<file path="src/rtl/eic_prio_sched_pkg.sv">
// Shared constants, FSM encoding and bus helpers for the external interrupt
// priority scheduler.
package eic_prio_sched_pkg;

    localparam int BUS_WIDTH     = 32;
    localparam int BUS_ACC_WIDTH = 2;
    localparam logic [BUS_ACC_WIDTH-1:0] BUS_ACC_1B = 2'd0;
    localparam logic [BUS_ACC_WIDTH-1:0] BUS_ACC_2B = 2'd1;
    localparam logic [BUS_ACC_WIDTH-1:0] BUS_ACC_4B = 2'd2;

    localparam int EXT_INT_SRC_NUM = 8;
    localparam int EPS_PRIO_WIDTH  = 3;
    localparam int EPS_ID_WIDTH    = 3;
    localparam int EPS_VA_WIDTH    = 4;

    localparam logic [EPS_VA_WIDTH-1:0] EPS_ENABLE = 4'h0;
    localparam logic [EPS_VA_WIDTH-1:0] EPS_PRIO   = 4'h4;
    localparam logic [EPS_VA_WIDTH-1:0] EPS_THRESH = 4'h8;
    localparam logic [EPS_VA_WIDTH-1:0] EPS_CLAIM  = 4'hC;

    typedef enum logic [1:0] {
        EPS_IDLE    = 2'd0,
        EPS_NOTIFY  = 2'd1,
        EPS_SERVICE = 2'd2
    } eps_state_t;

    // Only aligned word accesses are legal in this block.
    function automatic logic acc_legal(input logic [BUS_ACC_WIDTH-1:0] acc,
                                       input logic [1:0] addr_lsb);
        return (acc == BUS_ACC_4B) && (addr_lsb == 2'b00);
    endfunction

endpackage

</file>
<file path="src/rtl/eic_prio_sched_if.sv">
// Peripheral bus port of the interrupt scheduler.
interface eic_prio_sched_if;
    import eic_prio_sched_pkg::*;

    // req is a single-cycle request; a legal access is always accepted and
    // answered by resp (with rdata) in the following cycle, an illegal one
    // raises fault combinationally in the request cycle and gets no resp.
    logic [EPS_VA_WIDTH-1:0]  addr;
    logic                     w_rb;
    logic [BUS_ACC_WIDTH-1:0] acc;
    logic [BUS_WIDTH-1:0]     wdata;
    logic [BUS_WIDTH-1:0]     rdata;
    logic                     req;
    logic                     resp;
    logic                     fault;

    modport master (output addr, w_rb, acc, wdata, req,
                    input  rdata, resp, fault);
    modport slave  (input  addr, w_rb, acc, wdata, req,
                    output rdata, resp, fault);

endinterface

</file>
<file path="src/rtl/eic_prio_select.sv">
// Combinational winner tree: highest priority among eligible sources, ties to
// the lower index. Padded to eight leaves.
module eic_prio_select
    import eic_prio_sched_pkg::*;
#(
    parameter int SRC_NUM    = EXT_INT_SRC_NUM,
    parameter int PRIO_WIDTH = EPS_PRIO_WIDTH
) (
    input  logic [SRC_NUM-1:0]            eligible,
    input  logic [SRC_NUM*PRIO_WIDTH-1:0] prio,
    output logic [EPS_ID_WIDTH-1:0]       win_idx,
    output logic                          win_valid,
    output logic [PRIO_WIDTH-1:0]         win_prio
);

    localparam int LEAVES = 8;
    typedef logic [PRIO_WIDTH-1:0] prio_t;

    logic  l3_v [LEAVES];
    prio_t l3_p [LEAVES];
    logic [2:0] l3_i [LEAVES];
    logic  l2_v [4];
    prio_t l2_p [4];
    logic [2:0] l2_i [4];
    logic  l1_v [2];
    prio_t l1_p [2];
    logic [2:0] l1_i [2];
    logic  root_take_r;

    for (genvar i = 0; i < LEAVES; i++) begin : g_leaf
        if (i < SRC_NUM) begin : g_src
            assign l3_v[i] = eligible[i];
            assign l3_p[i] = prio[i*PRIO_WIDTH +: PRIO_WIDTH];
        end else begin : g_pad
            assign l3_v[i] = 1'b0;
            assign l3_p[i] = '0;
        end
        assign l3_i[i] = 3'(i);
    end

    // The right child only wins with a strictly higher priority.
    for (genvar k = 0; k < 4; k++) begin : g_l2
        logic take_r;
        assign take_r  = l3_v[2*k+1] && (!l3_v[2*k] || (l3_p[2*k+1] > l3_p[2*k]));
        assign l2_v[k] = l3_v[2*k] | l3_v[2*k+1];
        assign l2_p[k] = take_r ? l3_p[2*k+1] : l3_p[2*k];
        assign l2_i[k] = take_r ? l3_i[2*k+1] : l3_i[2*k];
    end

    for (genvar k = 0; k < 2; k++) begin : g_l1
        logic take_r;
        assign take_r  = l2_v[2*k+1] && (!l2_v[2*k] || (l2_p[2*k+1] > l2_p[2*k]));
        assign l1_v[k] = l2_v[2*k] | l2_v[2*k+1];
        assign l1_p[k] = take_r ? l2_p[2*k+1] : l2_p[2*k];
        assign l1_i[k] = take_r ? l2_i[2*k+1] : l2_i[2*k];
    end

    assign root_take_r = l1_v[1] && (!l1_v[0] || (l1_p[1] > l1_p[0]));
    assign win_valid   = l1_v[0] | l1_v[1];
    assign win_prio    = root_take_r ? l1_p[1] : l1_p[0];
    assign win_idx     = root_take_r ? l1_i[1] : l1_i[0];

endmodule

</file>
<file path="src/rtl/eic_prio_sched.sv">
// Interrupt priority scheduler: latches source pulses, gates them by enable,
// priority and threshold, and runs the notify/claim/complete handshake.
module eic_prio_sched
    import eic_prio_sched_pkg::*;
#(
    parameter int SRC_NUM    = EXT_INT_SRC_NUM,
    parameter int PRIO_WIDTH = EPS_PRIO_WIDTH
) (
    input  logic               clk,
    input  logic               rst,
    input  logic [SRC_NUM-1:0] src_pulse,
    output logic               irq,
    eic_prio_sched_if.slave    bus,
    output eps_state_t         dbg_state,
    output logic [SRC_NUM-1:0] dbg_pend
);

    localparam int PW_ALL = SRC_NUM * PRIO_WIDTH;

    eps_state_t                state;
    logic [SRC_NUM-1:0]        enable;
    logic [PW_ALL-1:0]         prio;
    logic [PRIO_WIDTH-1:0]     thresh;
    logic [SRC_NUM-1:0]        pend;
    logic [EPS_ID_WIDTH-1:0]   act_id;

    logic [SRC_NUM-1:0]        eligible;
    logic [EPS_ID_WIDTH-1:0]   win_idx;
    logic                      win_valid;
    logic [PRIO_WIDTH-1:0]     win_prio;
    logic                      acc_ok, rd, wr;
    logic                      claim_rd, claim_hit, complete_hit;
    logic [SRC_NUM-1:0]        claim_clr;
    logic [3:0]                claim_id;
    logic                      unused_bits;

    assign acc_ok    = bus.req && acc_legal(bus.acc, bus.addr[1:0]);
    assign bus.fault = bus.req && !acc_legal(bus.acc, bus.addr[1:0]);
    assign rd        = acc_ok && !bus.w_rb;
    assign wr        = acc_ok && bus.w_rb;

    always_comb begin
        eligible = '0;
        for (int i = 0; i < SRC_NUM; i++) begin
            eligible[i] = pend[i] && enable[i] && (prio[i*PRIO_WIDTH +: PRIO_WIDTH] > thresh);
        end
    end

    eic_prio_select #(.SRC_NUM(SRC_NUM), .PRIO_WIDTH(PRIO_WIDTH)) u_select (
        .eligible  (eligible),
        .prio      (prio),
        .win_idx   (win_idx),
        .win_valid (win_valid),
        .win_prio  (win_prio)
    );

    // A claim read outside NOTIFY, or with nothing eligible, returns 0.
    assign claim_rd     = rd && (bus.addr == EPS_CLAIM) && (state == EPS_NOTIFY);
    assign claim_hit    = claim_rd && win_valid;
    assign claim_clr    = claim_hit ? (SRC_NUM'(1) << win_idx) : '0;
    assign claim_id     = 4'(win_idx) + 4'd1;
    assign complete_hit = wr && (bus.addr == EPS_CLAIM) && (state == EPS_SERVICE)
                          && (bus.wdata[3:0] == (4'(act_id) + 4'd1));
    assign unused_bits  = ^{bus.wdata, win_prio};

    always_ff @(posedge clk or posedge rst) begin
        if (rst) begin
            state <= EPS_IDLE;
            irq   <= 1'b0;
        end else begin
            case (state)
                EPS_IDLE: begin
                    irq <= win_valid;
                    if (win_valid) state <= EPS_NOTIFY;
                end
                EPS_NOTIFY: begin
                    if (claim_rd) begin
                        state <= win_valid ? EPS_SERVICE : EPS_IDLE;
                        irq   <= 1'b0;
                    end else if (!win_valid) begin
                        state <= EPS_IDLE;
                        irq   <= 1'b0;
                    end else begin
                        irq   <= 1'b1;
                    end
                end
                EPS_SERVICE: begin
                    irq <= 1'b0;
                    if (complete_hit) state <= EPS_IDLE;
                end
                default: begin
                    state <= EPS_IDLE;
                    irq   <= 1'b0;
                end
            endcase
        end
    end

    always_ff @(posedge clk or posedge rst) begin
        if (rst) begin
            enable    <= '0;
            prio      <= '0;
            thresh    <= '0;
            pend      <= '0;
            act_id    <= '0;
            bus.resp  <= 1'b0;
            bus.rdata <= '0;
        end else begin
            bus.resp  <= acc_ok;
            bus.rdata <= '0;
            if (rd) begin
                case (bus.addr)
                    EPS_ENABLE: bus.rdata <= BUS_WIDTH'(enable);
                    EPS_PRIO:   bus.rdata <= BUS_WIDTH'(prio);
                    EPS_THRESH: bus.rdata <= BUS_WIDTH'(thresh);
                    EPS_CLAIM:  bus.rdata <= claim_hit ? BUS_WIDTH'(claim_id) : '0;
                    default:    bus.rdata <= '0;
                endcase
            end
            if (wr) begin
                case (bus.addr)
                    EPS_ENABLE: enable <= bus.wdata[SRC_NUM-1:0];
                    EPS_PRIO:   prio   <= bus.wdata[PW_ALL-1:0];
                    EPS_THRESH: thresh <= bus.wdata[PRIO_WIDTH-1:0];
                    default: ;
                endcase
            end
            // A new pulse on the claimed source survives the claim.
            pend <= (pend & ~claim_clr) | src_pulse;
            if (claim_hit) act_id <= win_idx;
        end
    end

    assign dbg_state = state;
    assign dbg_pend  = pend;

endmodule

</file>
<file path="src/flat_wrapper.sv">
// flat-port wrapper written by rule: the top's interface ports become plain ports
module eic_prio_sched_flat import eic_prio_sched_pkg::*;
#(
    parameter int SRC_NUM    = EXT_INT_SRC_NUM,
    parameter int PRIO_WIDTH = EPS_PRIO_WIDTH
)
  (clk, rst, src_pulse, irq, dbg_state, dbg_pend, bus_addr, bus_w_rb, bus_acc, bus_wdata, bus_req, bus_rdata, bus_resp, bus_fault);
  eic_prio_sched_if bus_i ();
  input  logic clk;
  input  logic rst;
  input  logic [SRC_NUM-1:0] src_pulse;
  output logic irq;
  output eps_state_t dbg_state;
  output logic [SRC_NUM-1:0] dbg_pend;
  input wire logic [$bits(bus_i.addr)-1:0] bus_addr;
  input wire logic [$bits(bus_i.w_rb)-1:0] bus_w_rb;
  input wire logic [$bits(bus_i.acc)-1:0] bus_acc;
  input wire logic [$bits(bus_i.wdata)-1:0] bus_wdata;
  input wire logic [$bits(bus_i.req)-1:0] bus_req;
  output wire logic [$bits(bus_i.rdata)-1:0] bus_rdata;
  output wire logic [$bits(bus_i.resp)-1:0] bus_resp;
  output wire logic [$bits(bus_i.fault)-1:0] bus_fault;
  assign bus_i.addr = bus_addr;
  assign bus_i.w_rb = bus_w_rb;
  assign bus_i.acc = bus_acc;
  assign bus_i.wdata = bus_wdata;
  assign bus_i.req = bus_req;
  assign bus_rdata = bus_i.rdata;
  assign bus_resp = bus_i.resp;
  assign bus_fault = bus_i.fault;
  eic_prio_sched #(.SRC_NUM(SRC_NUM), .PRIO_WIDTH(PRIO_WIDTH)) u_core (.clk(clk), .rst(rst), .src_pulse(src_pulse), .irq(irq), .bus(bus_i), .dbg_state(dbg_state), .dbg_pend(dbg_pend));
endmodule
</file>
<file path="config.mk">
export PLATFORM = sky130hd
export DESIGN_NAME = eic_prio_sched_flat
export DESIGN_NICKNAME = d
export VERILOG_FILES = /design/src/rtl/eic_prio_sched_pkg.sv /design/src/rtl/eic_prio_sched_if.sv /design/src/rtl/eic_prio_select.sv /design/src/rtl/eic_prio_sched.sv /design/src/flat_wrapper.sv
export SDC_FILE = /design/constraint.sdc
export NUM_CORES = 1
export LEC_CHECK = 0
export ABC_AREA = 1
export BUFFER_PORTS_ARGS = -buffer_cell sky130_fd_sc_hd__buf_2
export CAP_MARGIN = 20
export CELL_PAD_IN_SITES_DETAIL_PLACEMENT = 1
export CELL_PAD_IN_SITES_GLOBAL_PLACEMENT = 1
export CORE_MARGIN = 1.5
export CORE_UTILIZATION = 41
export CTS_CLUSTER_SIZE = 10
export DETAILED_ROUTE_END_ITERATION = 10
export PLACE_DENSITY = 0.76
export SETUP_SLACK_MARGIN = 0.2
export SYNTH_ARGS = -nofsm -noshare
export SYNTH_HDL_FRONTEND = slang
export SYNTH_HIERARCHICAL = 1
export SYNTH_SLANG_ARGS = --single-unit
</file>
<file path="constraint.sdc">
create_clock -name clk -period 5.5 [get_ports clk]
set_input_delay 0.275 -clock clk [delete_from_list [all_inputs] [get_ports clk]]
set_output_delay 0.275 -clock clk [all_outputs]
set_load 0.01 [all_outputs]
</file>
* After elaboration in Yosys (flattened, before gate mapping) *
Cells that the tools add are included.
Widths: inputs -> output; s select.

storage, ports and cells
  bits of input ports = 50
  output and inout port bits = 45
  flip-flop bits (word level) = 82

operators by class
  bitwise gates (word level) = 10
  multiplexer cells = 26
  equality and inequality tests = 10
  shift-type cells = 1
  $lt $le $gt $ge = 15
  add/subtract/negate cells = 2
  reductions and logical operators = 57

operator list
  kind                 number
  $pmux 32 s4          1
  $gt 3x3->1           15
  $logic_and 1x1->1    34
  $mux 32              1
  $mux 3               7
  $mux 2               7
  $logic_not 1->1      9
  $add 3x1->4 const B  2
  $and 8x8->8          1
  $eq 4x4->1 const B   2
  $mux 8               1
  $not 8->8            1
  $or 8x8->8           1
  $shl 1x3->8 const A  1
  $logic_or 1x1->1     7
  $or 1x1->1           7
  $mux 1               6
  $pmux 2 s3           1
  $reduce_and 2->1     3
  $eq 2x2->1 const B   2
  $eq 4x3->1 const B   1
  $eq 4x4->1           1
  $logic_not 2->1      2
  $logic_not 4->1      1
  other kinds (6)      7

* Logic depth before layout (Yosys ltp) *
  depth in word-level cells = 19
  gate-level depth with buffers = 33
  gate-level depth less buffers = 33

* By module *
The synthesis kept the hierarchy.

modules (own cells, without submodules)
  module           area each (sq um)  cells an instance  instances
  eic_prio_sched   3832.4             427                1
  eic_prio_select  1008.5             172                1

* Least setup slack after synthesis *
OpenSTA, ideal clock, no wires.

  kind = register -> register
  start point = register u_core.thresh[2]
  end point = register u_core.bus.rdata[2]
  stages on the path, launching flop included = 27
  path buffers = 0
  path slack = 896 ps
  data arrival time = 4526 ps
  required time = 5422 ps
  cell sequence = dfrtp_1 -> inv_1 -> ha_1 -> nand2_1 -> inv_1 -> a211oi_1 -> nand3_1 -> and2_1 -> ha_1 -> nand3b_1 -> nand2_1 -> nand2_1 -> a21oi_1 -> nand3_1 -> and2_1 -> ha_1 -> nand3_1 -> nand2_1 -> a21oi_4 -> inv_4 -> o21ai_1 -> nand2_1 -> ha_1 -> ha_1 -> nor2_1 -> nand3_1 -> a21oi_1

between the ends
  elaborated cells on any way between the ends = 65

RTL lines
  element                          RTL line                 source
  start: declaration               eic_prio_sched.sv:23     logic [PRIO_WIDTH-1:0] thresh;
  start signal: assignment         eic_prio_sched.sv:124    EPS_THRESH: thresh <= bus.wdata[PRIO_WIDTH-1:0];
  $gt 3x3->1 (*)                   eic_prio_sched.sv:45     eligible[i] = pend[i] && enable[i] && (prio[i*PRIO_WIDTH +: PRIO_WIDTH] > thresh);
  $logic_and 1x1->1 (*)            eic_prio_sched.sv:45
  net u_core.eligible[3]           eic_prio_sched.sv:27     logic [SRC_NUM-1:0] eligible;
  $logic_and 1x1->1                eic_prio_select.sv:44    assign take_r = l3_v[2*k+1] && (!l3_v[2*k] || (l3_p[2*k+1] > l3_p[2*k]));
  $mux 3                           eic_prio_select.sv:46    assign l2_p[k] = take_r ? l3_p[2*k+1] : l3_p[2*k];
  $gt 3x3->1                       eic_prio_select.sv:52    assign take_r = l2_v[2*k+1] && (!l2_v[2*k] || (l2_p[2*k+1] > l2_p[2*k]));
  $logic_or 1x1->1                 eic_prio_select.sv:52
  $logic_and 1x1->1                eic_prio_select.sv:52
  [... 3 more ...]                 --
  $logic_and 1x1->1 (*)            eic_prio_select.sv:58    assign root_take_r = l1_v[1] && (!l1_v[0] || (l1_p[1] > l1_p[0]));
  net u_core.u_select.root_take_r  eic_prio_select.sv:28    logic root_take_r;
  $mux 3 (*)                       eic_prio_select.sv:61    assign win_idx = root_take_r ? l1_i[1] : l1_i[0];
  net u_core.win_idx[0]            eic_prio_sched.sv:28     logic [EPS_ID_WIDTH-1:0] win_idx;
  $add 3x1->4 (*)                  eic_prio_sched.sv:61     assign claim_id = 4'(win_idx) + 4'd1;
  $mux 4 (*)                       eic_prio_sched.sv:116    EPS_CLAIM: bus.rdata <= claim_hit ? BUS_WIDTH'(claim_id) : '0;
  $pmux 32 s4 (*)                  eic_prio_sched.sv:112    case (bus.addr)
  $mux 32 (*)                      eic_prio_sched.sv:111    if (rd) begin
  end signal: assignment           eic_prio_sched.sv:113    EPS_ENABLE: bus.rdata <= BUS_WIDTH'(enable);
  end signal: assignment           eic_prio_sched.sv:114    EPS_PRIO: bus.rdata <= BUS_WIDTH'(prio);
  end signal: assignment           eic_prio_sched.sv:116
  end: declaration                 eic_prio_sched_if.sv:20  output rdata, resp, fault);

The timed path passes the listed nets; every way through them passes the cells marked *.
A chain may end at the register's enable or synchronous reset.

* Worst setup path after layout *
  start point = register u_core.thresh[2]
  end point = register u_core.bus.rdata[2]

between the ends
  elaborated cells on any way between the ends = 65

RTL lines
  element                 RTL line
  $gt 3x3->1 (*)          eic_prio_sched.sv:45
  $logic_and 1x1->1 (*)   eic_prio_sched.sv:45
  net u_core.eligible[1]  eic_prio_sched.sv:27
  $logic_and 1x1->1       eic_prio_select.sv:44
  $mux 3                  eic_prio_select.sv:46
  $gt 3x3->1              eic_prio_select.sv:52
  $logic_or 1x1->1        eic_prio_select.sv:52
  $logic_and 1x1->1       eic_prio_select.sv:52
  [... 2 more ...]        --
  $logic_or 1x1->1 (*)    eic_prio_select.sv:58
  $logic_and 1x1->1 (*)   eic_prio_select.sv:58
  $mux 3 (*)              eic_prio_select.sv:61
  net u_core.win_idx[2]   eic_prio_sched.sv:28
  $add 3x1->4 (*)         eic_prio_sched.sv:61
  $mux 4 (*)              eic_prio_sched.sv:116
  $pmux 32 s4 (*)         eic_prio_sched.sv:112
  $mux 32 (*)             eic_prio_sched.sv:111

Marks and branches as above.

==> impl_summary.txt <==
----------------------------------------------------
[Run status]
  Result of the run ... complete, no violations

[Place]
  Count of buffers from port buffering ... 78
  Area after DPL ... 5300 um2
  Routability Congestion ... 0.843
  DP HPWL ... ~10,000 um
  DP Worst Slack ... slightly below 0.4 ns

[Die]
  Area of the core region ... 11,400 um2
  Die Area ... 12,400 um2
  Effective utilization at floorplan ... 42.0%
  Number of placement rows ... 39
  Horizontal die dimension ... 111 um
  Top-Level Pins ... 95
  Die boundary height ... 111 um

[GRT]
  Global-route wire length before repair ... 23,100 um
  Global route total overflow ... 0
  Number of global-route vias before repair ... ~4,700
  Number of antenna violations at the first check in global routing ... 0
  Largest net degree at the start of global routing ... 75
  Overall track demand over capacity in global routing ... 23.6%

[Synthesis]
  Post-Synthesis Mean Instance Area ... slightly above 8 um2
  Cell Area, Synth ... 4800 um2
  Yosys synthesis warning count ... 6
  Syn Inst Count ... 590

[Clock tree]
  CTS max path bufs ... 2
  Register clock-pin slew on the reported worst setup and hold paths ... 0.06 ns
  Insertion delay to the later sink of the worst-skew pair ... roughly 0.35 ns
  Cts bufs inserted ... 9
  Depth of the CTS H-tree ... 3
  Clock sink count ... 74
  Clock tree from TritonCTS ... yes
  CTS root buf ... clkbuf_16

[Critical path]
  R2R Path End ... u_core/bus.rdata[2]
  Kind of start point of the critical path ... flop
  Worst path max stage delay ... 0.39 ns
  R2R Path Start ... u_core/thresh[2]
  Crit-path most repeated cell ... nand2_1
  Highest fanout seen on the critical path ... 5
  Critical path destination ... u_core/bus.rdata[2]
  Slowest cell on the critical path ... dfrtp_1
  Start-to-end type of the worst setup path ... reg -> reg
  R2R setup slack ... roughly 0.47 ns
  Setup crit end kind ... flop
  Cell count of the worst reg-to-reg path ... 30
  Arrival time at the worst endpoint ... 5.29 ns
  Critical path launch point ... u_core/thresh[2]
  Required time of the worst setup path ... 5.76 ns

[Cells and area]
  Antenna Cells ... 0
  Share of layout cells above drive strength 1 ... 22.6%
  Area growth from synthesis to layout ... 20.6%
  Design Area, Final ... between 5000 and 6000 um2
  Number of nets in the layout ... 784

[Detailed routing]
  DRT antenna net count ... 0
  Detailed Route Iter0 Violations ... 195
  Routed via count ... approximately 4,400
  Vias per cell ... 5.25
  Detailed Routing Iterations Pass 1 ... 4
  Routed WL per cell ... 17.2 um
  Wire length reported by the detailed router ... about 14,000 um
  Final routed DRC violation total ... 0

[STA]
  Final Setup Violations ... 0
  Peak Freq ... 199 MHz
  Final Critical Period ... ~5.0 ns
  Fraction of the cycle the final worst path needs ... 91.4%
  Final Slew Violations ... 0
  Worst-case headroom to the max-slew limit ... 36.1%
  Clock skew after layout ... 0.00683 ns
  Total negative slack for setup checks ... 0 ns
  Hold violation count in the final report ... 0
  Unrepaired setup endpoints after global routing ... no
  Slew @ Worst Pin ... 0.958 ns
  Post-layout worst setup margin ... 0.472 ns

[Pwr]
  Total leakage power ... 2.93 nW
  Worst vdd ir ... approximately 0.00016 V
  Pwr dens ... 223 nW/um2

[Hold path]
  Hold WC Path Type ... in -> reg
  Hold path start ... src_pulse[6]

[Run]
  Number of violations of the max-capacitance limit ... 0

----------------------------------------------------
==> registers in the layout, summed over array words and instances (netlist names) <==
name,count
u_core/act_id,3
u_core/bus.rdata,24
u_core/bus.resp,1
u_core/dbg_pend,8
u_core/dbg_state,2
u_core/enable,8
u_core/irq,1
u_core/prio,24
u_core/thresh,3
==> placed cells by master (no fill, tap or decap), types with 4 or more instances in the layout <==
| master | n |
|---|---|
| nand3_1 | 39 |
| nand3b_1 | 5 |
| o21ai_1 | 28 |
| nor3_1 | 8 |
| nor2_4 | 5 |
| nor3b_1 | 11 |
| inv_2 | 4 |
| inv_1 | 81 |
| nand2_2 | 7 |
| a211oi_1 | 9 |
| and2_1 | 6 |
| buf_2 | 78 |
| a21oi_1 | 17 |
| ha_1 | 47 |
| dfrtp_1 | 74 |
| nand2_1 | 133 |
| nor2_1 | 24 |
| o21ai_0 | 19 |
| conb_1 | 8 |
| nand4_1 | 9 |
| buf_4 | 17 |
| ha_4 | 4 |
| clkbuf_16 | 9 |
| nand3_2 | 4 |
==> timing repair <==
action,CTS,global route
endpoints found under the setup margin,0,9
hold buffers,0,0
setup buffers,0,11
resized for setup,0,18
==> routing by layer <==
metal | up-vias | share of wire [%] | global-route usage [%]
li1 | 2098 | - | -
met1 | 2149 | 43 | 29.0
met2 | 93 | 52 | 42.1
met3 | 17 | 3.8 | 3.83
met4 | 0 | 1.4 | 7.85
met5 | - | 0 | 0
==> critical path, delay by kind of cell (launching register included) <==
family	cells	cell delay [ns]
AND/OR/NAND/NOR	12	1.55
AO/OA/AOI/OAI	8	1.03
buffers and inverters	5	0.62
flip-flops	1	0.39
adder cells (fa/ha/maj)	5	1.34
==> layout make-up <==
type,count,area [um2]
tap,143,179
sequential,74,1850
inverter,89,349
clock inverter,4,51.3
multi-input combinational,412,2580
fill,1439,5630
timing repair buffer,96,529
clock buffer,12,246
==> power by group <==
group / internal [mW] / switching (mW) / leakage, nW
clock: 0.364 / 0.239 / 0.143
combinational: 0.0467 / 0.0739 / 1.81
sequential: 0.552 / 0.0127 / 0.975
total: 0.963 / 0.326 / 2.93
==> through the flow <==
step	cells	power (mW)	util, %	hold WS, ns
floorplan	597	0.646	-	0.373
global placement	803	0.677	46.4	0.457
detailed placement	803	0.687	46.4	0.469
CTS	819	1.30	49.0	0.106
global route	830	1.34	50.7	0.126
finish	830	1.29	50.7	0.109
==> worst min path at each step <==
| stage | endpoint | depth (start not counted) |
|---|---|---|
| floorplan | u_core/dbg_pend[3] | 2 |
| global placement | u_core/dbg_pend[0] | 3 |
| detailed placement | u_core/dbg_pend[6] | 3 |
| CTS | u_core/dbg_pend[6] | 3 |
| global route | u_core/dbg_pend[3] | 3 |
| finish | u_core/dbg_pend[6] | 3 |
(Power assumes the default switching activity.)
